**src/rtl/cache_arb_pkg.sv**
```systemverilog
// Shared types and line geometry for the I$/D$ main-memory arbiter.
// Requester and state encodings live here so the latch and the top agree on them.
package cache_arb_pkg;

   localparam int S_OFFSET = 5;
   localparam int S_MASK   = 2**S_OFFSET;
   localparam int S_LINE   = 8*S_MASK;

   typedef enum logic [1:0] {
      IDLE,
      SERVE_I,
      SERVE_D
   } arb_state_t;

   typedef enum logic {
      ICACHE,
      DCACHE
   } requester_t;

   typedef enum logic {
      OP_READ,
      OP_WRITE
   } mem_op_t;

   // On a tie the requester that did not win last time is chosen.
   function automatic requester_t pick_winner(input logic req_i,
                                              input logic req_d,
                                              input requester_t last);
      requester_t w;
      if (req_i && req_d)
         w = (last == ICACHE) ? DCACHE : ICACHE;
      else if (req_d)
         w = DCACHE;
      else
         w = ICACHE;
      return w;
   endfunction

endpackage

```
**src/rtl/arb_req_latch.sv**
```systemverilog
// Request register: captures the granted requester's address, line, byte enables
// and operation, and holds them steady for the whole memory transaction.
module arb_req_latch
   import cache_arb_pkg::*;
#(
   parameter int s_mask = S_MASK,
   parameter int s_line = S_LINE
)(
   input  logic              clk,
   input  logic              rst,
   input  logic              i_load,
   input  logic [31:0]       i_address,
   input  logic [s_line-1:0] i_wdata,
   input  logic [s_mask-1:0] i_byte_enable,
   input  mem_op_t           i_op,
   output logic [31:0]       o_address,
   output logic [s_line-1:0] o_wdata,
   output logic [s_mask-1:0] o_byte_enable,
   output mem_op_t           o_op
);

   logic [31:0]       r_address;
   logic [s_line-1:0] r_wdata;
   logic [s_mask-1:0] r_byte_enable;
   mem_op_t           r_op;

   always_ff @(posedge clk) begin
      if (rst) begin
         r_address     <= '0;
         r_wdata       <= '0;
         r_byte_enable <= '0;
         r_op          <= OP_READ;
      end else if (i_load) begin
         r_address     <= i_address;
         r_wdata       <= i_wdata;
         r_byte_enable <= i_byte_enable;
         r_op          <= i_op;
      end
   end

   assign o_address     = r_address;
   assign o_wdata       = r_wdata;
   assign o_byte_enable = r_byte_enable;
   assign o_op          = r_op;

endmodule

```
**src/rtl/cache_mem_arbiter.sv**
```systemverilog
// Shares one 256-bit memory line port between the I$ and D$ controllers.
// Grants in IDLE, drives memory from the latched request, forwards resp to the winner only.
module cache_mem_arbiter
   import cache_arb_pkg::*;
#(
   parameter int s_offset = S_OFFSET,
   parameter int s_mask   = 2**s_offset,
   parameter int s_line   = 8*s_mask
)(
   input  logic              clk,
   input  logic              rst,
   input  logic              i_read,
   input  logic [31:0]       i_address,
   output logic [s_line-1:0] i_rdata,
   output logic              i_resp,
   input  logic              d_read,
   input  logic              d_write,
   input  logic [31:0]       d_address,
   input  logic [s_line-1:0] d_wdata,
   input  logic [s_mask-1:0] d_byte_enable,
   output logic [s_line-1:0] d_rdata,
   output logic              d_resp,
   output logic              mem_read,
   output logic              mem_write,
   output logic [31:0]       mem_address,
   output logic [s_line-1:0] mem_wdata,
   output logic [s_mask-1:0] mem_byte_enable,
   input  logic [s_line-1:0] mem_rdata,
   input  logic              mem_resp
);

   arb_state_t r_state;
   requester_t r_last_grant;

   logic              w_req_d;
   logic              w_any_req;
   logic              w_load;
   logic              w_busy;
   requester_t        w_winner;
   mem_op_t           w_op;
   mem_op_t           w_req_op;
   logic [31:0]       w_address;
   logic [s_line-1:0] w_wdata;
   logic [s_mask-1:0] w_byte_enable;

   assign w_req_d   = d_read | d_write;
   assign w_any_req = i_read | w_req_d;
   assign w_winner  = pick_winner(i_read, w_req_d, r_last_grant);
   assign w_load    = (r_state == IDLE) && w_any_req;

   // A D$ request with both read and write set is a write-back.
   assign w_op          = (w_winner == DCACHE && d_write) ? OP_WRITE : OP_READ;
   assign w_address     = (w_winner == DCACHE) ? d_address     : i_address;
   assign w_wdata       = (w_winner == DCACHE) ? d_wdata       : '0;
   assign w_byte_enable = (w_winner == DCACHE) ? d_byte_enable : '0;

   arb_req_latch #(
      .s_mask (s_mask),
      .s_line (s_line)
   ) u_req_latch (
      .clk           (clk),
      .rst           (rst),
      .i_load        (w_load),
      .i_address     (w_address),
      .i_wdata       (w_wdata),
      .i_byte_enable (w_byte_enable),
      .i_op          (w_op),
      .o_address     (mem_address),
      .o_wdata       (mem_wdata),
      .o_byte_enable (mem_byte_enable),
      .o_op          (w_req_op)
   );

   always_ff @(posedge clk) begin
      if (rst) begin
         r_state      <= IDLE;
         r_last_grant <= ICACHE;
      end else begin
         case (r_state)
            IDLE: begin
               if (w_any_req) begin
                  r_last_grant <= w_winner;
                  r_state      <= (w_winner == DCACHE) ? SERVE_D : SERVE_I;
               end
            end
            SERVE_I, SERVE_D: begin
               if (mem_resp)
                  r_state <= IDLE;
            end
            default: r_state <= IDLE;
         endcase
      end
   end

   // The command is a pure decode of registered state and the latched op.
   assign w_busy    = (r_state != IDLE);
   assign mem_read  = w_busy && (w_req_op == OP_READ);
   assign mem_write = w_busy && (w_req_op == OP_WRITE);

   // Resp is suppressed while reset is asserted so an abandoned transfer never completes.
   assign i_resp  = !rst && mem_resp && (r_state == SERVE_I);
   assign d_resp  = !rst && mem_resp && (r_state == SERVE_D);
   assign i_rdata = mem_rdata;
   assign d_rdata = mem_rdata;

endmodule

```
**config.mk**
```make
export PLATFORM = sky130hd
export DESIGN_NAME = cache_mem_arbiter
export DESIGN_NICKNAME = d
export VERILOG_FILES = /design/src/rtl/cache_arb_pkg.sv /design/src/rtl/arb_req_latch.sv /design/src/rtl/cache_mem_arbiter.sv
export SDC_FILE = /design/constraint.sdc
export NUM_CORES = 1
export LEC_CHECK = 0
export ABC_CLOCK_PERIOD_IN_PS = 3500
export CELL_PAD_IN_SITES_DETAIL_PLACEMENT = 1
export CELL_PAD_IN_SITES_GLOBAL_PLACEMENT = 2
export CORE_AREA = 4 4 566 568
export DETAILED_ROUTE_END_ITERATION = 8
export DIE_AREA = 0 0 570 572
export GPL_ROUTABILITY_DRIVEN = 0
export PLACE_DENSITY = 0.46
export SYNTH_ARGS = -nofsm -noshare
export SYNTH_HDL_FRONTEND = slang
export SYNTH_SLANG_ARGS = --single-unit
```
**constraint.sdc**
```tcl
create_clock -name clk -period 3.5 [get_ports clk]
set_input_delay 0.35 -clock clk [delete_from_list [all_inputs] [get_ports clk]]
set_output_delay 0.35 -clock clk [all_outputs]
set_load 0.02 [all_outputs]
```
### Yosys cells after proc, flatten, opt, wreduce, memory -nomap -nowiden

Index checks and enable logic that the tools add are counted.

* register bits: 324
* bits in latches: 0
* RAM bits: 0
* ROM bits: 0
* bits of input ports: 614
* output and inout port bits: 836
* logic and storage cells: 38
* memories kept: 0

* add/subtract/negate cells: 0
* multipliers: 0
* divide/modulo/power cells: 0
* $lt $le $gt $ge: 0
* equal/unequal tests: 4
* shifts and indexed selects: 0
* muxes and demuxes: 11
* bitwise operators: 3
* reductions and logical operators: 14

Operators with widths (number)
* $mux W256: 1
* $mux W32: 2
* $logic_and A1 B1 Y1: 8
* $mux W2: 3
* $mux W1: 4
* $ne A2 B2 Y1 const B: 2
* $pmux W2 S2: 1
* $reduce_and A2 Y1: 2
* $eq A2 B1 Y1 const B: 1
* $eq A2 B2 Y1 const B: 1
* $logic_not A2 Y1: 1
* $or A1 B1 Y1: 2
* $reduce_bool A2 Y1: 1
* $reduce_or A2 Y1: 1
* $logic_not A1 Y1: 1
* $not A1 Y1: 1

### Longest topological paths before layout

* depth in word-level cells: 6
* gate-level depth with buffers: 9
* mapped depth without buffers: 5

### Modules after synthesis

Synthesis repeated with hierarchy kept, for this count alone.

* cells, all modules: 1931
* area total of the unflattened synthesis: 18277.5 µm²

By module, submodules not included
* arb_req_latch: instances 1, cells an instance 1035, area each 11677.4 µm²
* cache_mem_arbiter: instances 1, cells an instance 896, area each 6600.1 µm²

### Worst setup path after synthesis

OpenSTA, ideal clock, no wires.

* kind: flip-flop to output port
* from: reg r_state[0]
* to: out mem_write
* data arrival time: 1.223 ns
* data required time: 3.150 ns
* path slack: 1.927 ns
* cell stages (with the launch flop): 6
* buffers on the path: 2
* path through: dfxtp_1 > inv_1 > ha_1 > buf_2 > clkbuf_1 > nor2b_1

* longest elaborated chain between the ends: 2

Ends and longest elaborated chain
* start, declared: line cache_mem_arbiter.sv:32 `arb_state_t r_state;`
* start signal, assigned: line cache_mem_arbiter.sv:83 `r_state <= (w_winner == DCACHE) ? SERVE_D : SERVE_I;`
* $reduce_bool A2 Y1: line cache_mem_arbiter.sv:96 `assign w_busy = (r_state != IDLE);`
* $logic_and A1 B1 Y1: line cache_mem_arbiter.sv:98 `assign mem_write = w_busy && (w_req_op == OP_WRITE);`
* end, declared: line cache_mem_arbiter.sv:24 `output logic mem_write,`

No other way between the ends.

### Worst setup path after layout

* from: reg r_state[0]
* to: out mem_read

* longest elaborated chain between the ends: 2

Ends and longest elaborated chain
* $reduce_bool A2 Y1: line cache_mem_arbiter.sv:96
* $logic_and A1 B1 Y1: line cache_mem_arbiter.sv:97 `assign mem_read = w_busy && (w_req_op == OP_READ);`
* end, declared: line cache_mem_arbiter.sv:23 `output logic mem_read,`

No other way between the ends.

==> out/qor.txt <==
Port bufs - 681
Root buf cell - clkbuf_16
Final min period - 2.762 ns
Die area - 0.3260 mm^2
Core area - 0.3147 mm^2
Synth warn - 0
Mapped Cells - 1,714
DR WL/cell - 30.37 um
Register bit total from synthesis - 324
Worst hold path class - input pin to register
Vias in the first global route - 14,773
DRT Wirelength - 182,700 um
GRT overflow - 0
Worst-Margin Slew - 0.8908 ns
CTS tree - yes
Antenna-violating nets left - 0
Fmax - 362.1 MHz
CTS clk-pin slew, worst paths - 0.06 ns
First-pass iteration count of the detailed router - 4
DR iter-0 viols - 685
Area occupied by multi-input gates - 0.004482 mm^2
Register area share after synthesis - 0.4209
Synth Net Count - 2,331
DP Cell Count - 5,926
Pwr dens - 585.9 mW/mm^2
Synth Cell Area - 0.01541 mm^2
DRC Markers - 0
Status - completed
Relative slew slack - 0.4016
Non-Filler Instances - 6,015
Clock tree buffer depth - 3
Crit path max fanout - 17
Setup bufs post-CTS - 0
Initial antenna violation count - 39
Layout cells sized above 1 - 0.05889
Clock sink total - 324
Unique masters post-synth - 24
Placed inst area - 0.02336 mm^2
Die height - 572 um
Pre-CTS WS - 0.9889 ns
RSZ-0062 raised after global routing - false
Worst endpoint required time - 3.15 ns
Row count - 206
Vias per inst - 2.302
HPWL Detailed - 159,000 um
Crit path max-delay cell type - clkdlybuf4s50_1
CTS resizes - 0
CP delay by family, top - buffers and inverters
Max Cap Viol - 0
Fillers - 37,095
Most frequent cells in the layout - clkdlybuf4s50_1 (678), dfxtp_1 (324), nor2_1 (322), a32oi_1 (288), nand2_1 (66)
Initial Util - 0.04897
Via count - 13,845
Largest net degree at the start of global routing - 125
Top post-synthesis cells by area - dfxtp_1 (42%), buf_4 (25%), a32oi_1 (16%)
TritonCTS buffer count - 50
Seq. cell area - 0.006486 mm^2
Dominant cell type by area after synthesis - dfxtp_1
Fin util - 0.07930
Async set-or-reset flop fraction in the synthesized netlist - 0
Fin crit share - 0.7890
Slew Limit Fails - 0
VDD IR max - 383.8 uV
Post-synth EDFFs - 0
First-pass GRT wire length - 215,800 um
Worst-Skew Late Latency - 0.71 ns
Fin area - 0.02496 mm^2
Crit-path cells - inv_1 -> ha_4 -> nor2_1 -> clkdlybuf4s50_1
Synth top area share - 0.4209
Commonest non-fill, non-tap cell in the layout - clkdlybuf4s50_1
Mapped Avg Cell Area - 8.991 um^2
Worst path bufs/invs - 2
GRT Util Overall - 0.1066
Static leakage - 7.415 nW
CP endpoint kind - output port
CTS H-tree lvls - 2
CP startpoint kind - register
Fin. Hold Viols - 0
Worst Setup Path Type - register to output port
Hold WS - 0.08760 ns
Ports - 1,450
Die width - 570 um
Worst EP arrival - 2.41 ns
Slowest stage delay, CP - 0.73 ns
Setup ws final - 0.7384 ns
Setup Skew - 0.04556 ns
Ys flop type - dfxtp_1
Final setup fails - 0
Cts hold-fix bufs - 0
Area grow syn2layout - 61.93%
Nets@finish - 2,435
Total Power - 14.62 mW
Setup TNS - 0 ns
-- worst reg2reg max path, stage by stage, from the launching register on --
cell and delay (ns):
dfxtp_1 0.33, inv_1 0.12, ha_4 0.38, o31ai_4 0.22, buf_12 0.21, buf_12 0.22, a32oi_1 0.42, nor2_1 0.07
-- layout make-up --
type	instances	share of cell area
antenna	4	0.0004011
clock buffer	72	0.05711
clock inverter	13	0.006217
inverter	2	0.0003008
multi-input combinational	730	0.1796
sequential	324	0.2599
tap	4160	0.2086
timing repair buffer	710	0.2879
-- Yosys cell counts, types with 3 or more instances --
| cell type | n |
|---|---|
| nand2b_1 | 3 |
| buf_1 | 7 |
| ha_1 | 3 |
| buf_4 | 520 |
| a32oi_1 | 288 |
| dfxtp_1 | 324 |
| nand2_1 | 66 |
| clkbuf_1 | 84 |
| a311oi_1 | 32 |
| nor2_1 | 322 |
| buf_2 | 47 |
-- registers in the layout, indices dropped and copies added, names as in the netlist --
name / count
u_req_latch.o_op: 1
u_req_latch.o_byte_enable: 32
u_req_latch.o_wdata: 256
u_req_latch.o_address: 32
r_state: 2
r_last_grant: 1
-- logic make-up after synthesis --
family                   after synthesis  synth area share
buffers and inverters                660            0.2912
AND/OR/NAND/NOR                      398           0.09873
AO/OA/AOI/OAI                        329            0.1867
flip-flops                           324            0.4209
adder cells (fa/ha/maj)                3          0.002436
-- report_power, final --
group | total (mW) | internal (mW) | switching, mW | leakage (nW)
logic | 4.91 | 1.84 | 3.07 | 3.98
registers | 4.60 | 4.21 | 0.383 | 2.67
clock network | 5.11 | 2.95 | 2.16 | 0.770
-- per-layer routing --
metal,global-route usage,vias up,share of wire
met5,0.006173,-,0.0017
met4,0.02781,6,0.027
li1,-,5738,-
met1,0.07561,6468,0.25
met3,0.1317,243,0.26
met2,0.1734,1390,0.46
-- final timing paths --
kind                                               start                  endpoint  slack, ns  cells after the start
worst max-delay path                          r_state[0]                  mem_read       0.74                      4
worst min-delay path                                 rst   u_req_latch.o_wdata[39]       0.09                      2
worst max register to register                r_state[0]   u_req_latch.o_wdata[68]       1.36                      7
worst min register to register  u_req_latch.o_wdata[176]  u_req_latch.o_wdata[176]       0.49                      2
No activity file was read; power rests on OpenSTA's default activity.
